## config.mk

```make
export PLATFORM = sky130hd
export DESIGN_NAME = wb_fib_master_flat
export DESIGN_NICKNAME = d
export VERILOG_FILES = /design/src/rtl/wb_fib_master_pkg.sv /design/src/rtl/wb_fib_master_if.sv /design/src/rtl/wb_fib_master.sv /design/src/flat_wrapper.sv
export SDC_FILE = /design/constraint.sdc
export NUM_CORES = 1
export LEC_CHECK = 0
export ABC_AREA = 0
export BUFFER_PORTS_ARGS = -buffer_cell sky130_fd_sc_hd__clkbuf_2
export CAP_MARGIN = 0
export CORE_MARGIN = 5
export CORE_UTILIZATION = 35
export CTS_BUF_LIST = sky130_fd_sc_hd__clkbuf_2 sky130_fd_sc_hd__clkbuf_4 sky130_fd_sc_hd__clkbuf_8
export DETAILED_ROUTE_END_ITERATION = 8
export PLACE_DENSITY = 0.7
export SLEW_MARGIN = 20
export SYNTH_ARGS = -nofsm -noshare
export SYNTH_HDL_FRONTEND = slang
export SYNTH_SLANG_ARGS = --single-unit
```

## constraint.sdc

```tcl
create_clock -name wb_clk_i -period 1.92 [get_ports wb_clk_i]
set_clock_uncertainty 0.1 [all_clocks]
set_input_delay 0.384 -clock wb_clk_i [delete_from_list [all_inputs] [get_ports wb_clk_i]]
set_output_delay 0.384 -clock wb_clk_i [all_outputs]
set_load 0.01 [all_outputs]
```

## src/rtl/wb_fib_master_pkg.sv

```systemverilog
// Shared definitions for the Fibonacci peripheral Wishbone initiator.
// Register window offsets, identification constant, FSM encoding and counter sizing.
// No logic; imported by the interface-facing master and its users.
package wb_fib_master_pkg;

    // Peripheral register window (byte offsets, word aligned)
    localparam logic [5:0] REG_NR       = 6'h00;
    localparam logic [5:0] REG_ID       = 6'h04;
    localparam logic [5:0] REG_CTRL     = 6'h08;
    localparam logic [5:0] REG_STATUS   = 6'h0C;
    localparam logic [5:0] REG_IRQ      = 6'h10;
    localparam logic [5:0] REG_FIB      = 6'h14;
    localparam logic [5:0] REG_DATA_IN  = 6'h18;
    localparam logic [5:0] REG_DATA_OUT = 6'h1C;
    localparam logic [5:0] REG_PANIC    = 6'h20;

    // Value returned by the peripheral's ID register ("Fibo")
    localparam logic [31:0] CTRL_ID = 32'h4669626f;

    // Width of the bus wait / ack counters; bounds TIMEOUT to 255
    localparam int TMO_W = 8;

    typedef enum logic [1:0] {
        ST_IDLE = 2'd0,
        ST_BUS  = 2'd1,
        ST_RESP = 2'd2
    } state_t;

    // Full 33-bit bus address for a register offset inside the peripheral window
    function automatic logic [32:0] bus_addr(input logic [27:0] base, input logic [5:0] off);
        return {base, 5'b00000} + {27'b0, off};
    endfunction

endpackage

```

## src/rtl/wb_fib_master_if.sv

```systemverilog
// Wishbone classic bus between the Fibonacci initiator and the peripheral slave port.
// Pure wiring, no latency.
// Flow control is the Wishbone cyc/stb/ack handshake; the slave stalls by withholding ack.
interface wb_fib_master_if;

    logic        wbm_cyc_o;
    logic        wbm_stb_o;
    logic        wbm_we_o;
    logic [3:0]  wbm_sel_o;
    logic [32:0] wbm_adr_o;
    logic [31:0] wbm_dat_o;
    logic        wbm_ack_i;
    logic [31:0] wbm_dat_i;

    modport master (
        output wbm_cyc_o,
        output wbm_stb_o,
        output wbm_we_o,
        output wbm_sel_o,
        output wbm_adr_o,
        output wbm_dat_o,
        input  wbm_ack_i,
        input  wbm_dat_i
    );

    modport slave (
        input  wbm_cyc_o,
        input  wbm_stb_o,
        input  wbm_we_o,
        input  wbm_sel_o,
        input  wbm_adr_o,
        input  wbm_dat_o,
        output wbm_ack_i,
        output wbm_dat_i
    );

endinterface

```

## src/rtl/wb_fib_master.sv

```systemverilog
// Wishbone classic initiator: one local command -> one bus cycle -> one response (data or timeout error).
// Latency: write 3 cycles accept-to-rsp_valid, read 3+RD_WAIT; all outputs registered.
// Backpressure: cmd_ready only in IDLE; rsp_valid held until rsp_ready. Optional WB_FIB_MASTER_AUTOPOLL_EN adds background polling.
module wb_fib_master
    import wb_fib_master_pkg::*;
#(
    parameter logic [27:0] BASE_ADDRESS = 28'h0300000,
    parameter int unsigned RD_WAIT      = 1,
    parameter int unsigned TIMEOUT      = 255,
    parameter int unsigned POLL_DIV     = 1024
) (
    input  logic            wb_clk_i,
    input  logic            wb_rst_ni,
    input  logic            cmd_valid,
    output logic            cmd_ready,
    input  logic            cmd_we,
    input  logic [5:0]      cmd_addr,
    input  logic [31:0]     cmd_data,
    output logic            rsp_valid,
    input  logic            rsp_ready,
    output logic [31:0]     rsp_data,
    output logic            rsp_err,
    wb_fib_master_if.master wbm,
    output logic [29:0]     poll_value
);

    localparam logic [TMO_W-1:0] RD_WAIT_C = TMO_W'(RD_WAIT);
    localparam logic [TMO_W:0]   TIMEOUT_C = (TMO_W + 1)'(TIMEOUT);
    localparam logic [TMO_W:0]   ONE_W1    = (TMO_W + 1)'(1);

    // Reject configurations the 8-bit wait counter or the poll divider cannot honour
    if ((TIMEOUT < RD_WAIT + 1) || (TIMEOUT > (1 << TMO_W) - 1) || (POLL_DIV < 2)) begin : g_bad_cfg
        $error("wb_fib_master: invalid RD_WAIT/TIMEOUT/POLL_DIV combination");
    end

    state_t             state_q, state_d;
    logic               cyc_q, we_q;
    logic [3:0]         sel_q;
    logic [32:0]        adr_q;
    logic [31:0]        dat_q;
    logic [TMO_W-1:0]   wait_cnt_q;
    logic [TMO_W-1:0]   ack_cnt_q, ack_cnt_d;
    logic               start_cmd, start_poll;
    logic               bus_done, bus_tmo;
    logic               tmo_hit;
    logic               poll_fire;
    logic               is_poll;

    assign wbm.wbm_cyc_o = cyc_q;
    assign wbm.wbm_stb_o = cyc_q;
    assign wbm.wbm_we_o  = we_q;
    assign wbm.wbm_sel_o = sel_q;
    assign wbm.wbm_adr_o = adr_q;
    assign wbm.wbm_dat_o = dat_q;

    // This BUS cycle is the TIMEOUT-th one spent waiting
    assign tmo_hit = ({1'b0, wait_cnt_q} + ONE_W1) == TIMEOUT_C;

    // State register
    always_ff @(posedge wb_clk_i) begin
        if (!wb_rst_ni) begin
            state_q <= ST_IDLE;
        end else begin
            state_q <= state_d;
        end
    end

    // Next state and per-cycle control strobes
    always_comb begin
        state_d    = state_q;
        start_cmd  = 1'b0;
        start_poll = 1'b0;
        bus_done   = 1'b0;
        bus_tmo    = 1'b0;
        ack_cnt_d  = ack_cnt_q;
        case (state_q)
            ST_IDLE: begin
                // A real command always beats a pending poll
                if (cmd_valid && cmd_ready) begin
                    start_cmd = 1'b1;
                    state_d   = ST_BUS;
                end else if (poll_fire) begin
                    start_poll = 1'b1;
                    state_d    = ST_BUS;
                end
            end
            ST_BUS: begin
                if (wbm.wbm_ack_i) begin
                    // Reads need RD_WAIT+1 consecutive ack cycles because slave data is registered
                    if (!we_q && (ack_cnt_q != RD_WAIT_C)) begin
                        ack_cnt_d = ack_cnt_q + TMO_W'(1);
                    end else begin
                        bus_done = 1'b1;
                    end
                end else begin
                    ack_cnt_d = '0;
                end
                // Completion in the same cycle as the limit still counts as success
                if (!bus_done && tmo_hit) begin
                    bus_tmo = 1'b1;
                end
                if (bus_done || bus_tmo) begin
                    state_d = is_poll ? ST_IDLE : ST_RESP;
                end
            end
            ST_RESP: begin
                if (rsp_ready) begin
                    state_d = ST_IDLE;
                end
            end
            default: state_d = ST_IDLE;
        endcase
    end

    // Bus-side registers: launch, hold and tear down the Wishbone cycle
    always_ff @(posedge wb_clk_i) begin
        if (!wb_rst_ni) begin
            cyc_q      <= 1'b0;
            we_q       <= 1'b0;
            sel_q      <= 4'h0;
            adr_q      <= '0;
            dat_q      <= '0;
            wait_cnt_q <= '0;
            ack_cnt_q  <= '0;
        end else if (start_cmd || start_poll) begin
            cyc_q      <= 1'b1;
            we_q       <= start_cmd & cmd_we;
            sel_q      <= 4'hF;
            adr_q      <= bus_addr(BASE_ADDRESS, start_cmd ? cmd_addr : REG_FIB);
            dat_q      <= start_cmd ? cmd_data : 32'h0;
            wait_cnt_q <= '0;
            ack_cnt_q  <= '0;
        end else if (state_q == ST_BUS) begin
            if (bus_done || bus_tmo) begin
                cyc_q <= 1'b0;
                we_q  <= 1'b0;
                sel_q <= 4'h0;
                adr_q <= '0;
                dat_q <= '0;
            end
            wait_cnt_q <= wait_cnt_q + TMO_W'(1);
            ack_cnt_q  <= ack_cnt_d;
        end
    end

    // Local-side registers: command readiness and the held response
    always_ff @(posedge wb_clk_i) begin
        if (!wb_rst_ni) begin
            cmd_ready <= 1'b0;
            rsp_valid <= 1'b0;
            rsp_data  <= '0;
            rsp_err   <= 1'b0;
        end else begin
            cmd_ready <= (state_d == ST_IDLE);
            rsp_valid <= (state_d == ST_RESP);
            if ((bus_done || bus_tmo) && !is_poll) begin
                rsp_data <= (bus_done && !we_q) ? wbm.wbm_dat_i : 32'h0;
                rsp_err  <= bus_tmo;
            end
        end
    end

`ifdef WB_FIB_MASTER_AUTOPOLL_EN
    localparam int PC_W = $clog2(POLL_DIV + 1);

    logic [PC_W-1:0] poll_cnt_q;
    logic            poll_pend_q;
    logic            is_poll_q;
    logic [29:0]     poll_value_q;
    logic            poll_wrap;

    assign poll_wrap  = (poll_cnt_q == PC_W'(POLL_DIV - 1));
    assign poll_fire  = poll_pend_q & cmd_ready & ~cmd_valid;
    assign is_poll    = is_poll_q;
    assign poll_value = poll_value_q;

    // Free-running divider; a missed poll stays pending until the next free IDLE cycle
    always_ff @(posedge wb_clk_i) begin
        if (!wb_rst_ni) begin
            poll_cnt_q   <= '0;
            poll_pend_q  <= 1'b0;
            is_poll_q    <= 1'b0;
            poll_value_q <= '0;
        end else begin
            poll_cnt_q <= poll_wrap ? '0 : poll_cnt_q + PC_W'(1);
            if (start_poll) begin
                poll_pend_q <= 1'b0;
            end
            if (poll_wrap) begin
                poll_pend_q <= 1'b1;
            end
            if (start_cmd) begin
                is_poll_q <= 1'b0;
            end else if (start_poll) begin
                is_poll_q <= 1'b1;
            end
            // A timed-out poll leaves the last good value in place
            if (is_poll_q && bus_done) begin
                poll_value_q <= wbm.wbm_dat_i[29:0];
            end
        end
    end
`else
    assign poll_fire  = 1'b0;
    assign is_poll    = 1'b0;
    assign poll_value = 30'b0;
`endif

endmodule

```

## src/flat_wrapper.sv

```systemverilog
// flat-port wrapper written by rule: the top's interface ports become plain ports
module wb_fib_master_flat import wb_fib_master_pkg::*;
#(
    parameter logic [27:0] BASE_ADDRESS = 28'h0300000,
    parameter int unsigned RD_WAIT      = 1,
    parameter int unsigned TIMEOUT      = 255,
    parameter int unsigned POLL_DIV     = 1024
)
  (wb_clk_i, wb_rst_ni, cmd_valid, cmd_ready, cmd_we, cmd_addr, cmd_data, rsp_valid, rsp_ready, rsp_data, rsp_err, poll_value, wbm_wbm_cyc_o, wbm_wbm_stb_o, wbm_wbm_we_o, wbm_wbm_sel_o, wbm_wbm_adr_o, wbm_wbm_dat_o, wbm_wbm_ack_i, wbm_wbm_dat_i);
  wb_fib_master_if wbm_i ();
  input  logic wb_clk_i;
  input  logic wb_rst_ni;
  input  logic cmd_valid;
  output logic cmd_ready;
  input  logic cmd_we;
  input  logic [5:0] cmd_addr;
  input  logic [31:0] cmd_data;
  output logic rsp_valid;
  input  logic rsp_ready;
  output logic [31:0] rsp_data;
  output logic rsp_err;
  output logic [29:0] poll_value;
  output wire logic [$bits(wbm_i.wbm_cyc_o)-1:0] wbm_wbm_cyc_o;
  output wire logic [$bits(wbm_i.wbm_stb_o)-1:0] wbm_wbm_stb_o;
  output wire logic [$bits(wbm_i.wbm_we_o)-1:0] wbm_wbm_we_o;
  output wire logic [$bits(wbm_i.wbm_sel_o)-1:0] wbm_wbm_sel_o;
  output wire logic [$bits(wbm_i.wbm_adr_o)-1:0] wbm_wbm_adr_o;
  output wire logic [$bits(wbm_i.wbm_dat_o)-1:0] wbm_wbm_dat_o;
  input wire logic [$bits(wbm_i.wbm_ack_i)-1:0] wbm_wbm_ack_i;
  input wire logic [$bits(wbm_i.wbm_dat_i)-1:0] wbm_wbm_dat_i;
  assign wbm_wbm_cyc_o = wbm_i.wbm_cyc_o;
  assign wbm_wbm_stb_o = wbm_i.wbm_stb_o;
  assign wbm_wbm_we_o = wbm_i.wbm_we_o;
  assign wbm_wbm_sel_o = wbm_i.wbm_sel_o;
  assign wbm_wbm_adr_o = wbm_i.wbm_adr_o;
  assign wbm_wbm_dat_o = wbm_i.wbm_dat_o;
  assign wbm_i.wbm_ack_i = wbm_wbm_ack_i;
  assign wbm_i.wbm_dat_i = wbm_wbm_dat_i;
  wb_fib_master #(.BASE_ADDRESS(BASE_ADDRESS), .RD_WAIT(RD_WAIT), .TIMEOUT(TIMEOUT), .POLL_DIV(POLL_DIV)) u_core (.wb_clk_i(wb_clk_i), .wb_rst_ni(wb_rst_ni), .cmd_valid(cmd_valid), .cmd_ready(cmd_ready), .cmd_we(cmd_we), .cmd_addr(cmd_addr), .cmd_data(cmd_data), .rsp_valid(rsp_valid), .rsp_ready(rsp_ready), .rsp_data(rsp_data), .rsp_err(rsp_err), .wbm(wbm_i), .poll_value(poll_value));
endmodule
```

==> results of run 1 <==
metrics by stage:
stage,worst slack (ns),instances,area (µm²),power (µW),util (%)
after floorplan,0.157,496,4370,2420,-
after global placement,-0.161,720,4940,2540,42.7
after detailed placement,-0.285,720,4940,2550,42.7
after CTS,0.0165,739,5160,3790,44.7
after global routing,-0.0119,741,5190,3920,44.9
final,0.0680,741,5190,3730,44.9
cells in the mapped netlist, types with 2 or more instances:
master | n | area (µm²)
or3_1 | 3 | 18.8
nand2_1 | 51 | 191
a21oi_1 | 7 | 35.0
o21ai_0 | 4 | 20.0
a32o_1 | 33 | 330
o31ai_1 | 39 | 293
dfxtp_1 | 93 | 1860
nor2_1 | 14 | 52.6
and3_1 | 4 | 25.0
buf_2 | 6 | 30.0
nand3_1 | 41 | 205
clkbuf_1 | 18 | 67.6
nor3_1 | 2 | 10.0
buf_4 | 67 | 503
o21a_1 | 2 | 15.0
nand3b_1 | 3 | 22.5
buf_6 | 7 | 78.8
ha_1 | 4 | 50.1
nand2b_1 | 3 | 18.8
and2_1 | 3 | 18.8
inv_1 | 5 | 18.8
nor4_4 | 2 | 42.5
xnor2_1 | 3 | 26.3
nand4_1 | 6 | 37.5
xor2_1 | 7 | 61.3
layout by cell type (no fill, tap or decap), types with 4 or more instances in the layout:
cell type,Yosys,final
buf_12,0,7
clkbuf_8,0,11
nor2_1,14,13
nand3_1,41,41
buf_4,67,20
ha_1,4,4
nand2_1,51,51
o31ai_1,39,39
a32o_1,33,33
xor2_1,7,7
conb_1,1,55
nand4_1,6,6
a21oi_1,7,7
o21ai_0,4,4
dfxtp_1,93,92
and3_1,4,4
clkbuf_2,0,157
inv_1,5,5
critical path, stage by stage, from the launching register on:
cell and delay (ns):
dfxtp_1 0.34, nor4_4 0.48, a21oi_4 0.11, buf_4 0.17, o21ai_4 0.36, o31ai_1 0.15
cell families (layout without fill, tap and decap cells):
family / count (synthesis) / in the layout
AOI/OAI and AO/OA: 93 / 95
xor gates and xnor gates: 10 / 10
adders and majority gates: 4 / 4
buffers and inverters: 103 / 203
DFF: 93 / 93
muxes: 1 / 1
other: 1 / 55
and+or+nand+nor: 137 / 137
cell type report:
class                           instances  area (µm²)  share of cell area (%)
Tap cell                              143         179                    3.45
Sequential cell                        93        1860                    35.9
Multi-Input combinational cell        302        1880                    36.2
Timing Repair Buffer                  184        1080                    20.7
Inverter                                5        18.8                   0.361
Clock inverter                          1        7.51                   0.145
Clock buffer                           13         166                    3.20
power groups by stage:
stage          combinational (µW)  clock, µW  sequential [µW]
6_report                      500       1200             2030
5_1_grt                       550       1340             2030
4_1_cts                       495       1270             2030
3_5_place_dp                  477          0             2070
3_3_place_gp                  468          0             2070
2_1_floorplan                 331          0             2090
registers in the layout (all words and copies together) (netlist names):
register,cells
u_core.wbm.wbm_adr_o,6
u_core.wbm.wbm_we_o,1
u_core.rsp_valid,1
u_core.wait_cnt_q,8
u_core.ack_cnt_q,8
u_core.wbm.wbm_dat_o,32
u_core.state_q,2
u_core.wbm.wbm_sel_o,1
u_core.rsp_data,32
u_core.cmd_ready,1
u_core.rsp_err,1
timing repair:
item,in CTS,in global routing
hold buffers,0,0
resized for setup,2,4
buffers inserted,3,2
endpoints found under the setup margin,39,44
pin swaps,2,2
cloned,2,0
metal layers:
layer  vias up  part of all wire, %  track usage [%]  routed length (µm)
li1       1774                    -                -                   -
met3        14                   10             5.64                1130
met2       172                   47             24.8                5220
met4         0                  1.7             6.59                 189
met1      1667                   41             17.5                4640
met5         -                    0                0                   0
worst max path at each step:
stage / startpoint / endpoint / slack [ns] / cells past startpoint
3_3_place_gp: u_core.ack_cnt_q[7] / u_core.wbm.wbm_adr_o[1] / -0.16 / 4
6_report: u_core.ack_cnt_q[3] / u_core.wbm.wbm_dat_o[4] / 0.07 / 5
3_5_place_dp: u_core.ack_cnt_q[7] / u_core.wbm.wbm_dat_o[22] / -0.29 / 4
2_1_floorplan: u_core.ack_cnt_q[1] / u_core.wbm.wbm_dat_o[3] / 0.16 / 8
4_1_cts: u_core.ack_cnt_q[7] / u_core.rsp_data[2] / 0.02 / 5
5_1_grt: u_core.ack_cnt_q[3] / u_core.wbm.wbm_dat_o[4] / -0.01 / 5
==> results_dict.tcl, run 1 <==
set metrics [dict create \
    h-tree-depth 3 \
    synth_fa_ha_area_share_pct 1.20 \
    cts.sinks 93 \
    hold_class "primary input to register" \
    switchingPower_uw 992 \
    ios 213 \
    row_count 39 \
    die_width_um 119 \
    vias 3627 \
    whs_path_depth 2 \
    antenna_cells 0 \
    regToRegSetupSlack_ns 0.07 \
    synth_compound_area_share_pct 18.3 \
    synth_edf_count 0 \
    drc_errors 0 \
    dpl.hpwl_um 7850 \
    cts_tree "yes" \
    ir_drop_mv 0.439 \
    pwr-share-comb_pct 13.4 \
    ys_types 40 \
    filler_cell_count 1128 \
    synth_warnings 0 \
    setup_viol 0 \
    synth_top_family_by_area "compound AO/OA/AOI/OAI gates" \
    syn_to_final_growth_pct 24.6 \
    hp-start "wbm_wbm_dat_i[24]" \
    tns_ns 0 \
    yosys.area_share.xor_xnor_pct 2.10 \
    fmax_ghz 0.540 \
    power.static_leakage_uw 0.00230 \
    core_area_mm2 0.0116 \
    required_ns 2.05 \
    final_nets 675 \
    die-area_mm2 0.0142 \
    reg2reg_depth 5 \
    routed_via_density 4.89 \
    fin_crit_sh_pct 96.5 \
    p_sw_share_pct 26.6 \
    r2r_end "u_core.wbm.wbm_dat_o[4]" \
    end_kind "register" \
    grt_usage_pct 15.1 \
    status "finished clean" \
    grt_pass1_wl_um 17300 \
    syn_inst 442 \
    synth_mux_area_share_pct 0.270 \
    crit_arrival_ns 1.98 \
    clockPowerShare_pct 32.3 \
    clkLatencyLatePin_ns 0.36 \
    cp_max_fo 10 \
    internal_power_uw 2740 \
    ys_ff_latch 93 \
    initial_core_util_pct 36.0 \
    drv_cap 0 \
    finalWirelength_um 11200 \
    io_buffers 157 \
    holdWs_ns 0.132 \
    p_per_area_mw_per_mm2 718 \
    min_to "u_core.rsp_data[24]" \
    numCtsBuffers 9 \
    worstReg2RegStart "u_core.ack_cnt_q[3]" \
    ant_nets 0 \
    gp_congestion 0.800 \
    grt_max_degree 42 \
    synth_area_per_cell_um2 9.43 \
    synth_ff_type "dfxtp_1" \
    seq_area_frac_synth_pct 44.7 \
    synthSimpleGateAreaFrac_pct 16.6 \
    cts-root-buf "clkbuf_8" \
    start_kind "register" \
    hold_viol 0 \
    finalCriticalPeriod_ns 1.85 \
    first_global_vias 3476 \
    drt_pass1_iterations 4 \
    wire_per_inst_um 15.1 \
    syn_area_mm2 0.00417 \
    drt_iter0_markers 127 \
    clockBufferDepth 2 \
    async_flop_share_pct 0 \
    path_clk_slew_ns 0.09 \
    drv_slew 0 \
    grt_overflow 0 \
    crit_type "register to register" \
    pwr-share-seq_pct 54.3 \
    antenna_found_initial 0 \
    die_y_um 119 \
    layout-drive-gt1-share_pct 35.6 \
]
Note: power is estimated with default switching activity, not from simulation.
==> run 2: changes to the inputs <==
- CTS_BUF_LIST: sky130_fd_sc_hd__clkbuf_2 sky130_fd_sc_hd__clkbuf_4 sky130_fd_sc_hd__clkbuf_8 -> sky130_fd_sc_hd__clkbuf_4 sky130_fd_sc_hd__clkbuf_8 sky130_fd_sc_hd__clkbuf_16
==> results_dict.tcl, run 2 (synthesis gave the netlist of run 1 again) <==
set metrics [dict create \
    status "finished clean" \
    setup_viol 0 \
    start_kind "register" \
    antenna_cells 0 \
    drt_pass1_iterations 4 \
    drv_slew 0 \
    die_y_um 119 \
    dpl.cell_count 720 \
    gp_congestion 0.800 \
    pre_cts_ws_ns -0.285 \
    wire_per_inst_um 15.2 \
    multi_input_area_mm2 0.00188 \
    wl_met2_um 5290 \
    finalWirelength_um 11200 \
    cp_max_fo 10 \
    grt_overflow 0 \
    ant_nets 0 \
    row_count 39 \
    reg2reg_depth 5 \
    crit_type "register to register" \
    layout-drive-gt1-share_pct 35.5 \
    drc_errors 0 \
    routed_via_density 4.89 \
    dr_wl_met3_um 1070 \
    cts_tree "yes" \
    required_ns 2.02 \
    critPathSlowestCell "nor4_4" \
    ios 213 \
    end_kind "register" \
    ir_drop_mv 0.392 \
    layout.cells.non_filler 740 \
    core_area_mm2 0.0116 \
    layout_common_cells "clkbuf_2 (157), dfxtp_1 (93), conb_1 (55)" \
    power.static_leakage_uw 0.00235 \
    initial_core_util_pct 36.0 \
    grt_pass1_wl_um 17300 \
    min_to "u_core.rsp_data[24]" \
    crit_arrival_ns 1.96 \
    clockBufferDepth 2 \
    numCtsBuffers 9 \
    die_width_um 119 \
    p_per_area_mw_per_mm2 787 \
    dpl.hpwl_um 7850 \
    critical_path.top_delay_family "compound AO/OA/AOI/OAI gates" \
    slowest_delay_ns 0.48 \
    io_buffers 157 \
    regToRegSetupSlack_ns 0.06 \
    clkLatencyLatePin_ns 0.34 \
    cts-root-buf "clkbuf_16" \
    grt_max_degree 42 \
    postCtsHoldBufs 0 \
    register_area_mm2 0.00186 \
    power_uw 4180 \
    hold_viol 0 \
    drv_cap 0 \
    drt_iter0_markers 126 \
    whs_path_depth 2 \
    path_buf_inv 1 \
    wl_met1_um 4740 \
    antenna_found_initial 0 \
    r2r_end "u_core.wbm.wbm_dat_o[4]" \
    cts.sinks 93 \
    hold_class "primary input to register" \
    grt_usage_pct 15.0 \
    setup_slack_ns 0.0602 \
    worstReg2RegStart "u_core.ack_cnt_q[3]" \
    hp-start "wbm_wbm_dat_i[24]" \
    fmax_ghz 0.538 \
    highest_layer "met4" \
    first_global_vias 3480 \
    filler_cell_count 1117 \
    final_common_cell "clkbuf_2" \
    vias 3617 \
    syn_to_final_growth_pct 27.5 \
    final_nets 674 \
    cp_cell_sequence "nor4_4 -> a21oi_4 -> buf_4 -> o21ai_4 -> o31ai_1" \
    fin_crit_sh_pct 96.9 \
    h-tree-depth 3 \
    path_clk_slew_ns 0.06 \
    finalCriticalPeriod_ns 1.86 \
    die-area_mm2 0.0142 \
]
## run 2: layout make-up
cell class                      instances  share of cell area (%)
Clock inverter                          1                   0.141
Tap cell                              143                    3.37
Timing Repair Buffer                  183                    20.6
Inverter                                5                   0.353
Multi-Input combinational cell        302                    35.5
Clock buffer                           13                    5.04
Sequential cell                        93                    35.0
## run 2: how the worst max path moves through the flow
stage                   startpoint                        to  cells past startpoint
2_1_floorplan  u_core.ack_cnt_q[1]   u_core.wbm.wbm_dat_o[3]                      8
3_3_place_gp   u_core.ack_cnt_q[7]   u_core.wbm.wbm_adr_o[1]                      4
3_5_place_dp   u_core.ack_cnt_q[7]  u_core.wbm.wbm_dat_o[22]                      4
4_1_cts        u_core.ack_cnt_q[7]        u_core.rsp_data[9]                      5
5_1_grt        u_core.ack_cnt_q[3]   u_core.wbm.wbm_dat_o[4]                      5
6_report       u_core.ack_cnt_q[3]   u_core.wbm.wbm_dat_o[4]                      5
## run 2: stage by stage
step                      TNS, ns  util, %  instance area, µm²  hold slack, ns
after floorplan                 0        -                4370           0.363
after global placement      -6.15     42.7                4940           0.343
after detailed placement   -10.22     42.7                4940           0.350
after CTS                       0     45.6                5280           0.139
after global routing      -0.0297     45.9                5310           0.142
final                           0     45.9                5310           0.159
## run 2: worst register-to-register path, stage by stage (launching register included)
cell and delay (ns):
dfxtp_1 0.33, nor4_4 0.48, a21oi_4 0.14, buf_4 0.17, o21ai_4 0.35, o31ai_1 0.16
## run 2: what timing repair did
item                                    CTS  global route
endpoints found under the hold margin     0             0
pin swaps                                 2             2
buffers inserted                          2             2
endpoints found under the setup margin   39            35
gates resized for setup                   3             3
cloned                                    2             0
## run 2: routing by layer
layer  global-route usage [%]  vias to the layer above
met4                     5.87                        0
met1                     17.6                     1670
met3                     5.55                       12
met5                        0                        -
met2                     24.9                      162
li1                         -                     1773
## run 2: where the power goes
group          total, µW  leakage [µW]  internal (µW)  switching, µW
Clock               1650      0.000135            963            686
Sequential          2030      0.000753           1990           40.2
Combinational        505       0.00146            197            309
